$ cat config.mk
export PLATFORM = sky130hd
export DESIGN_NAME = mp_fetch_unit_flat
export DESIGN_NICKNAME = d
export VERILOG_FILES = /design/src/rtl/mp_pkg.sv /design/src/rtl/mp_fetch_if.sv /design/src/rtl/mp_instr_mem.sv /design/src/rtl/mp_fetch_unit.sv /design/src/flat_wrapper.sv
export SDC_FILE = /design/constraint.sdc
export NUM_CORES = 1
export LEC_CHECK = 0
export ABC_CLOCK_PERIOD_IN_PS = 5000
export CAP_MARGIN = 40
export CELL_PAD_IN_SITES_DETAIL_PLACEMENT = 0
export CELL_PAD_IN_SITES_GLOBAL_PLACEMENT = 1
export CORE_MARGIN = 2
export CORE_UTILIZATION = 45
export CTS_CLUSTER_DIAMETER = 100
export DETAILED_ROUTE_END_ITERATION = 7
export PLACE_DENSITY = 0.74
export SETUP_SLACK_MARGIN = 0.1
export SYNTH_ARGS = -nofsm -noshare
export SYNTH_HDL_FRONTEND = slang
export SYNTH_SLANG_ARGS = --single-unit
$ cat constraint.sdc
create_clock -name clk -period 5 [get_ports clk]
set_clock_uncertainty 0.1 [all_clocks]
set_input_delay 1 -clock clk [delete_from_list [all_inputs] [get_ports clk]]
set_output_delay 1 -clock clk [all_outputs]
set_load 0.02 [all_outputs]
$ cat src/rtl/mp_pkg.sv
// mp_pkg: opcodes, instruction field positions, legality check and fetch FSM states
package mp_pkg;
    localparam logic [5:0] OP_ADD = 6'h04;
    localparam logic [5:0] OP_SUB = 6'h0E;
    localparam logic [5:0] OP_ABS = 6'h08;
    localparam logic [5:0] OP_NEG = 6'h0B;
    localparam logic [5:0] OP_MAX = 6'h0A;
    localparam logic [5:0] OP_MIN = 6'h01;
    localparam logic [5:0] OP_AVG = 6'h0D;
    localparam logic [5:0] OP_NOT = 6'h06;
    localparam logic [5:0] OP_OR  = 6'h09;
    localparam logic [5:0] OP_AND = 6'h05;
    localparam logic [5:0] OP_XOR = 6'h07;
    localparam int OP_LSB = 0;
    localparam int OP_MSB = 5;
    localparam int A1_LSB = 6;
    localparam int A1_MSB = 10;
    localparam int A2_LSB = 11;
    localparam int A2_MSB = 15;
    localparam int A3_LSB = 16;
    localparam int A3_MSB = 20;
    typedef enum logic [2:0] {IDLE, FETCH, EVAL, ISSUE, DONE} state_t;
    function automatic logic is_legal_opcode(input logic [5:0] op);
        return op inside {OP_ADD, OP_SUB, OP_ABS, OP_NEG, OP_MAX, OP_MIN,
                          OP_AVG, OP_NOT, OP_OR, OP_AND, OP_XOR};
    endfunction
endpackage

$ cat src/rtl/mp_fetch_if.sv
// mp_fetch_if: valid/ready instruction handshake between fetch unit and mp_top
interface mp_fetch_if;
    logic [31:0] instruction;
    logic        instr_valid;
    logic        mp_ready;
    modport master (output instruction, output instr_valid, input mp_ready);
    modport slave  (input instruction, input instr_valid, output mp_ready);
endinterface

$ cat src/rtl/mp_instr_mem.sv
// mp_instr_mem: DEPTH x 32 instruction store, synchronous write, registered read
module mp_instr_mem #(
    parameter int DEPTH = 32,
    parameter int AW    = $clog2(DEPTH)
) (
    input  logic          clk,
    input  logic          we_i,
    input  logic [AW-1:0] waddr_i,
    input  logic [31:0]   wdata_i,
    input  logic          re_i,
    input  logic [AW-1:0] raddr_i,
    output logic [31:0]   rdata_o
);
    logic [31:0] mem_q [DEPTH];
    // write port and read register; contents survive reset on purpose
    always_ff @(posedge clk) begin
        if (we_i) mem_q[waddr_i] <= wdata_i;
        if (re_i) rdata_o <= mem_q[raddr_i];
    end
endmodule

$ cat src/rtl/mp_fetch_unit.sv
// mp_fetch_unit: walks a loaded program and issues legal-opcode words to mp_top
module mp_fetch_unit
    import mp_pkg::*;
#(
    parameter int DEPTH = 32,
    parameter int AW    = $clog2(DEPTH),
    parameter int CW    = 16
) (
    input  logic          clk,
    input  logic          reset,
    input  logic          load_en,
    input  logic [AW-1:0] load_addr,
    input  logic [31:0]   load_data,
    input  logic [AW:0]   prog_len,
    input  logic          start,
    mp_fetch_if.master    bus,
    output logic          busy,
    output logic          done,
    output logic [AW-1:0] pc,
    output logic [CW-1:0] issued_count,
    output logic [CW-1:0] skipped_count
);
    state_t        state_q, state_d;
    logic [AW-1:0] pc_q, pc_d;
    logic [AW:0]   len_q, len_d;
    logic [CW-1:0] iss_q, iss_d, skp_q, skp_d;
    logic [31:0]   instr_q;
    logic          last, legal;

    mp_instr_mem #(.DEPTH(DEPTH), .AW(AW)) u_mem (
        .clk     (clk),
        .we_i    (load_en && state_q == IDLE),
        .waddr_i (load_addr),
        .wdata_i (load_data),
        .re_i    (state_q == FETCH),
        .raddr_i (pc_q),
        .rdata_o (instr_q)
    );

    assign last  = {1'b0, pc_q} == len_q - 1'b1;
    assign legal = is_legal_opcode(instr_q[OP_MSB:OP_LSB]);

    assign bus.instr_valid = state_q == ISSUE;
    assign bus.instruction = state_q == ISSUE ? instr_q : 32'h0;
    assign busy            = state_q inside {FETCH, EVAL, ISSUE};
    assign done            = state_q == DONE;
    assign pc              = pc_q;
    assign issued_count    = iss_q;
    assign skipped_count   = skp_q;

    // state and datapath registers
    always_ff @(posedge clk) begin
        if (reset) begin
            state_q <= IDLE;
            pc_q    <= '0;
            len_q   <= '0;
            iss_q   <= '0;
            skp_q   <= '0;
        end else begin
            state_q <= state_d;
            pc_q    <= pc_d;
            len_q   <= len_d;
            iss_q   <= iss_d;
            skp_q   <= skp_d;
        end
    end

    // next state: start/load arbitration, skip or issue, advance pc until last word
    always_comb begin
        state_d = state_q;
        pc_d    = pc_q;
        len_d   = len_q;
        iss_d   = iss_q;
        skp_d   = skp_q;
        case (state_q)
            IDLE: if (start && !load_en) begin
                len_d   = prog_len;
                pc_d    = '0;
                iss_d   = '0;
                skp_d   = '0;
                state_d = prog_len == '0 ? DONE : FETCH;
            end
            FETCH: state_d = EVAL;
            EVAL: if (legal) state_d = ISSUE;
            else begin
                skp_d   = skp_q + {{(CW-1){1'b0}}, ~&skp_q};
                state_d = last ? DONE : FETCH;
                pc_d    = last ? pc_q : pc_q + 1'b1;
            end
            ISSUE: if (bus.mp_ready) begin
                iss_d   = iss_q + {{(CW-1){1'b0}}, ~&iss_q};
                state_d = last ? DONE : FETCH;
                pc_d    = last ? pc_q : pc_q + 1'b1;
            end
            DONE: state_d = IDLE;
            default: state_d = IDLE;
        endcase
    end
endmodule

$ cat src/flat_wrapper.sv
// flat-port wrapper written by rule: the top's interface ports become plain ports
module mp_fetch_unit_flat import mp_pkg::*;
#(
    parameter int DEPTH = 32,
    parameter int AW    = $clog2(DEPTH),
    parameter int CW    = 16
)
  (clk, reset, load_en, load_addr, load_data, prog_len, start, busy, done, pc, issued_count, skipped_count, bus_instruction, bus_instr_valid, bus_mp_ready);
  mp_fetch_if bus_i ();
  input  logic clk;
  input  logic reset;
  input  logic load_en;
  input  logic [AW-1:0] load_addr;
  input  logic [31:0] load_data;
  input  logic [AW:0] prog_len;
  input  logic start;
  output logic busy;
  output logic done;
  output logic [AW-1:0] pc;
  output logic [CW-1:0] issued_count;
  output logic [CW-1:0] skipped_count;
  output wire logic [$bits(bus_i.instruction)-1:0] bus_instruction;
  output wire logic [$bits(bus_i.instr_valid)-1:0] bus_instr_valid;
  input wire logic [$bits(bus_i.mp_ready)-1:0] bus_mp_ready;
  assign bus_instruction = bus_i.instruction;
  assign bus_instr_valid = bus_i.instr_valid;
  assign bus_i.mp_ready = bus_mp_ready;
  mp_fetch_unit #(.DEPTH(DEPTH), .AW(AW), .CW(CW)) u_core (.clk(clk), .reset(reset), .load_en(load_en), .load_addr(load_addr), .load_data(load_data), .prog_len(prog_len), .start(start), .bus(bus_i), .busy(busy), .done(done), .pc(pc), .issued_count(issued_count), .skipped_count(skipped_count));
endmodule
After elaboration in Yosys (flattened, before gate mapping)
Memories as Yosys holds them, arrays and structs flattened. A register that Yosys moved wholly into a read port is not among the register bits.
Index checks and enable logic that the tools add are counted.
{ "totals": {"ramBits": 1024, "word_cells": 67, "register_bits": 46, "mem_count": 1} }
{ "mem_list": {"columns": ["memory", "words", "width", "read_ports", "rd_clocked_by_memory_dff", "write_ports", "line", "source"], "rows": [
  ["u_core.u_mem.mem_q", 32, 32, 1, 1, 1, "mp_instr_mem.sv:14", "logic [31:0] mem_q [DEPTH];"]
]} }
{ "classes": {"n_reduce_logical": 19, "add_sub_neg": 4, "eq_ne": 19, "muxes": 19} }
{ "ops": {"columns": ["operator", "n"], "rows": [
  ["case mux 16 bit (2 select lines)", 2],
  ["two-way mux 16 bit", 3],
  ["equality test 6 x 4 -> 1 bit, second input constant", 6],
  ["adder 16 x 1 -> 16 bit", 2],
  ["two-way mux 32 bit", 1],
  ["AND reduction 16 bit", 2],
  ["equality test 6 x 3 -> 1 bit, second input constant", 4],
  ["two-way mux 5 bit", 4],
  ["two-way mux 3 bit", 5],
  ["case mux 5 bit (3 select lines)", 1],
  ["case mux 3 bit (4 select lines)", 1],
  ["nonzero test 11 bit", 1],
  ["equality test 3 x 2 -> 1 bit, second input constant", 2],
  ["equality test 5 x 6 -> 1 bit", 1],
  ["equality test 6 x 1 -> 1 bit, second input constant", 1],
  ["logical NOT 6 bit", 1],
  ["AND reduction 3 bit", 2],
  ["nonzero test 3 bit", 2],
  ["subtractor 6 x 1 -> 6 bit, second input constant", 1],
  ["adder 5 x 1 -> 5 bit, second input constant", 1],
  ["inequality test 2 bit, second input constant", 2],
  ["AND reduction 2 bit", 2],
  ["AND reduction 4 bit", 1],
  ["nonzero test 2 bit", 2],
  ["other kinds (7)", 11]
]} }

Logic depth before layout (Yosys ltp)
{ "depth": {"word_depth": 5, "ltp_mapped": 10} }

Modules after synthesis
A second synthesis with hierarchy kept.
{ "unflattened": {"hier_cells": 2598, "area_unflattened_um2": 43455.4} }
{ "by_module_without_submodules": {"columns": ["mod", "cells_each", "area_per_inst_um2", "n_inst", "seq_area_each_um2"], "rows": [
  ["mp_instr_mem", 2260, 40805.4, 1, 31710.4],
  ["mp_fetch_unit", 338, 2650.0, 1, 920.9]
]} }

Worst setup path before layout
No wires, ideal clock.
{ "synth_timing": {"path_type": "flip-flop to flip-flop", "startpoint": "register u_core.state_q[0]", "endpoint": "register u_core.u_mem.rdata_o[0] (read register of u_core.u_mem.mem_q), enable pin", "t_arrival_ns": 2.943, "path_buffers": 1, "path_slack_ns": 1.489, "setup_ns": 0.468, "period_less_slack_ns": 3.511, "path_stages_with_launch": 3, "required_ns": 4.432, "path_cell_list": "dfxtp_1 -> buf_2 -> nor3b_1"} }
{ "synth_via": {"elab_chain_len": 1} }
{ "synth_lines": {"columns": ["element", "line", "source"], "rows": [
  ["from (decl)", "mp_fetch_unit.sv:23", "state_t state_q, state_d;"],
  ["from (signal assigned)", "mp_fetch_unit.sv:60", "state_q <= state_d;"],
  ["equality test 3 x 1 -> 1 bit", "mp_fetch_unit.sv:35", ".re_i (state_q == FETCH),"],
  ["to (decl)", "mp_instr_mem.sv:12", "output logic [31:0] rdata_o"]
]} }
No other way between the ends.
A chain may end at the register's enable or synchronous reset.

Final worst setup path
{ "layout_timing": {"startpoint": "register u_core.state_q[1]", "endpoint": "output port bus_instruction[7]"} }
{ "layout_via": {"elab_chain_len": 2} }
{ "layout_lines": {"columns": ["element", "line", "source"], "rows": [
  ["equality test 3 x 2 -> 1 bit", "mp_fetch_unit.sv:44", "assign bus.instruction = state_q == ISSUE ? instr_q : 32'h0;"],
  ["two-way mux 32 bit", "mp_fetch_unit.sv:44", null],
  ["to (decl)", "flat_wrapper.sv:22", "output wire logic [$bits(bus_i.instruction)-1:0] bus_instruction;"]
]} }
No other way between the ends.

==> impl_metrics.ini <==
[clock_network]
cts-buffers-inserted = 108
cts_setup_buffers = 0
cts.path.max_buffers = 3
h-tree-depth = 3
cts_sinks = 1102
clkLatencyLatePin_ps = 670
cts_tree = built
cts_root_buf = clkbuf_16
clkTransAtPathRegs_ps = 60
cts_hold_buf = 0
cts_resized = 0

[worst_setup_path]
cp_max_fo = 21
end_kind = output pin
cp_slowest_stage_delay_ps = 690
critical_path_class = reg -> out
cp-start-kind = flip-flop
arrival_ps = 3150
required_ps = 3900
crit_slowest_cell = and3b_1
path_cells = and3b_1 > buf_4 > and2_1 > clkdlybuf4s50_1

[power]
pwr-share-clk = 0.422
p_leak_nw = 15.0
p_int_mw = 15.5
seq_power_share = 0.529
switchingPower_mw = 4.00
ir_drop_v = 0.000293
power_frac_comb = 0.050
sw_frac_of_total = 0.205
power_density_nw_per_um2 = 392

[cells_and_area]
num-fill-cells = 6990
nets = 2152
n_antenna_cell = 0
regArea_um2 = 32600
drive_gt1_frac = 0.293
area_growth_pct = 17.2
multi_input_area_um2 = 9640

[global_routing]
grt_max_degree = 64
antenna_found_initial = 8
grt_usage = 0.195
grt_pass1_vias = 20600
grt_pass1_wl_um = 139000
grt-ovfl-total = 0

[placement]
gp_congestion = 0.811
place_hpwl_um = 58200
port_buffers = 119

[detailed_routing]
ant_nets = 0
vias = 20100
routed_via_density = 5.84
wl_um = 94000
wl_per_cell_um = 27.3
drc = 0
first_pass_iters = 5
drt_iter0_drc = 2162

[synth]
yosys_register_bits = 1102
seq_area_frac_synth = 0.768
synth_edf_count = 1056
synthesis.area_um2 = 42500
synth_most_common_cell = edfxtp_1
synth-async-reset-ratio = 0
synth_fp_nets = 1926
synthesis.instances = 1872
synth_top_area_frac = 0.747
synth_area_leaders = edfxtp_1 75%, mux4_2 17%, dfxtp_1 2.2%
ys_types = 50
ys_top_cells_by_count = 1056 x edfxtp_1, 320 x mux4_2, 73 x nor2_1, 55 x clkbuf_1, 46 x dfxtp_1
synthFlopType = edfxtp_1
synth_warnings = 0
syn_area_per_cell_um2 = 22.7
yosysTopAreaCell = edfxtp_1

[die]
fp-row-count = 112
dieArea_um2 = 96900
dieWidth_um = 311
die_h_um = 311
num_io_pins = 120
initial_core_util = 0.454
coreArea_um2 = 93500

[sta]
holdWs_ps = 393
slew_viol_final = 0
worst_pin_slew_ps = 878
clock.fmax_mhz = 235
min_period_over_period = 0.849
min_period_ps = 4250
rsz0062_at_grt = false
slew_headroom = 0.413
setup_viol = 0
finalSetupTns_ps = 0
hold_viol = 0

[run]
max-cap-violations = 0

[status]
status = finished clean

[hold_path]
hp-class = reg -> reg
[flip-flops by register name, summed over array words and instances (netlist names)]
signal,count
u_core.u_mem.mem_q,1024
u_core.issued_count,16
u_core.state_q,3
u_core.skipped_count,16
u_core.len_q,6
u_core.pc,5
u_core.u_mem.rdata_o,32
[worst paths after layout]
kind                             startpoint                           endpoint  slack, ps  cells after the start
min reg2reg    u_core.len_q[5]$_SDFFE_PP0P_       u_core.len_q[5]$_SDFFE_PP0P_        390                      2
min            u_core.len_q[5]$_SDFFE_PP0P_       u_core.len_q[5]$_SDFFE_PP0P_        390                      2
max reg2reg       u_core.pc[0]$_SDFFE_PP0P_  u_core.u_mem.rdata_o[4]$_DFFE_PP_       1840                      4
max          u_core.state_q[1]$_SDFFE_PP0P_                 bus_instruction[7]        750                      4
[metal layers]
metal | track usage | up-vias | part of all wire | wire length [µm]
met3 | 0.0454 | 122 | 0.086 | 8110
li1 | - | 8335 | - | -
met1 | 0.279 | 10800 | 0.42 | 39300
met2 | 0.308 | 852 | 0.48 | 45000
met4 | 0.0429 | 4 | 0.017 | 1610
met5 | 0 | - | 0.00023 | 22
[critical path: cells and delay by family, from the launching register on]
family / cells / cell delay (ps)
and+or+nand+nor: 2 / 870
buffers and inverters: 2 / 980
DFF: 1 / 600
[stage by stage]
step	instance area [µm²]	cells	utilization	worst slack [ps]	total power, mW
final	49800	3440	0.532	753	19.5
after global placement	45700	3215	0.489	1040	11.4
after detailed placement	46100	3242	0.494	1160	11.5
after CTS	49800	3440	0.532	723	19.7
after floorplan	42500	1872	-	1490	11.0
after global routing	49800	3440	0.532	571	20.1
[layout make-up]
| type | count | area share |
|---|---|---|
| clock inverter | 70 | 0.0165 |
| multi-input combinational | 669 | 0.194 |
| clock buffer | 128 | 0.0562 |
| timing repair buffer | 209 | 0.0454 |
| sequential | 1102 | 0.656 |
| inverter | 8 | 0.000603 |
| tap | 1254 | 0.0315 |
[cells by family (layout without fill, tap and decap cells)]
kind of cell / Yosys count / count (layout) / synth area share
DFF: 1102 / 1102 / 0.768
muxes: 355 / 355 / 0.179
and+or+nand+nor: 226 / 226 / 0.0267
buffers and inverters: 101 / 415 / 0.0106
AOI/OAI and AO/OA: 54 / 54 / 0.00801
xor gates and xnor gates: 28 / 28 / 0.00577
adders and majority gates: 6 / 6 / 0.00177
[cells in the final DEF (no fill, tap or decap), drive strengths merged, types with 3 or more instances in the layout]
cell and n:
a211oi 3, clkinv 47, nand2b 6, buf 90, o21ai 10, ha 6
o211ai 3, or2 3, mux2i 3, clkinvlp 3, mux2 32, xor2 13
nor2 73, nand4 8, nand2 42, nand3 18, nand3b 3, nor3 9
clkbuf 128, and2 35, a2111oi 4, mux4 320, bufinv 17, or3 8
or4 3, and3 4, xnor2 15, dfxtp 46, and4 4, clkdlybuf4s50 119
edfxtp 1056, inv 11, a21oi 21, nor3b 3
[power by group through the flow]
stage,registers [mW],logic (mW),clock network [mW]
2_1_floorplan,10.5,0.533,0
6_report,10.3,0.970,8.24
3_3_place_gp,10.5,0.919,0
3_5_place_dp,10.5,0.980,0
5_1_grt,10.3,1.04,8.75
4_1_cts,10.3,0.983,8.38
No activity file was read; power rests on OpenSTA's default activity.
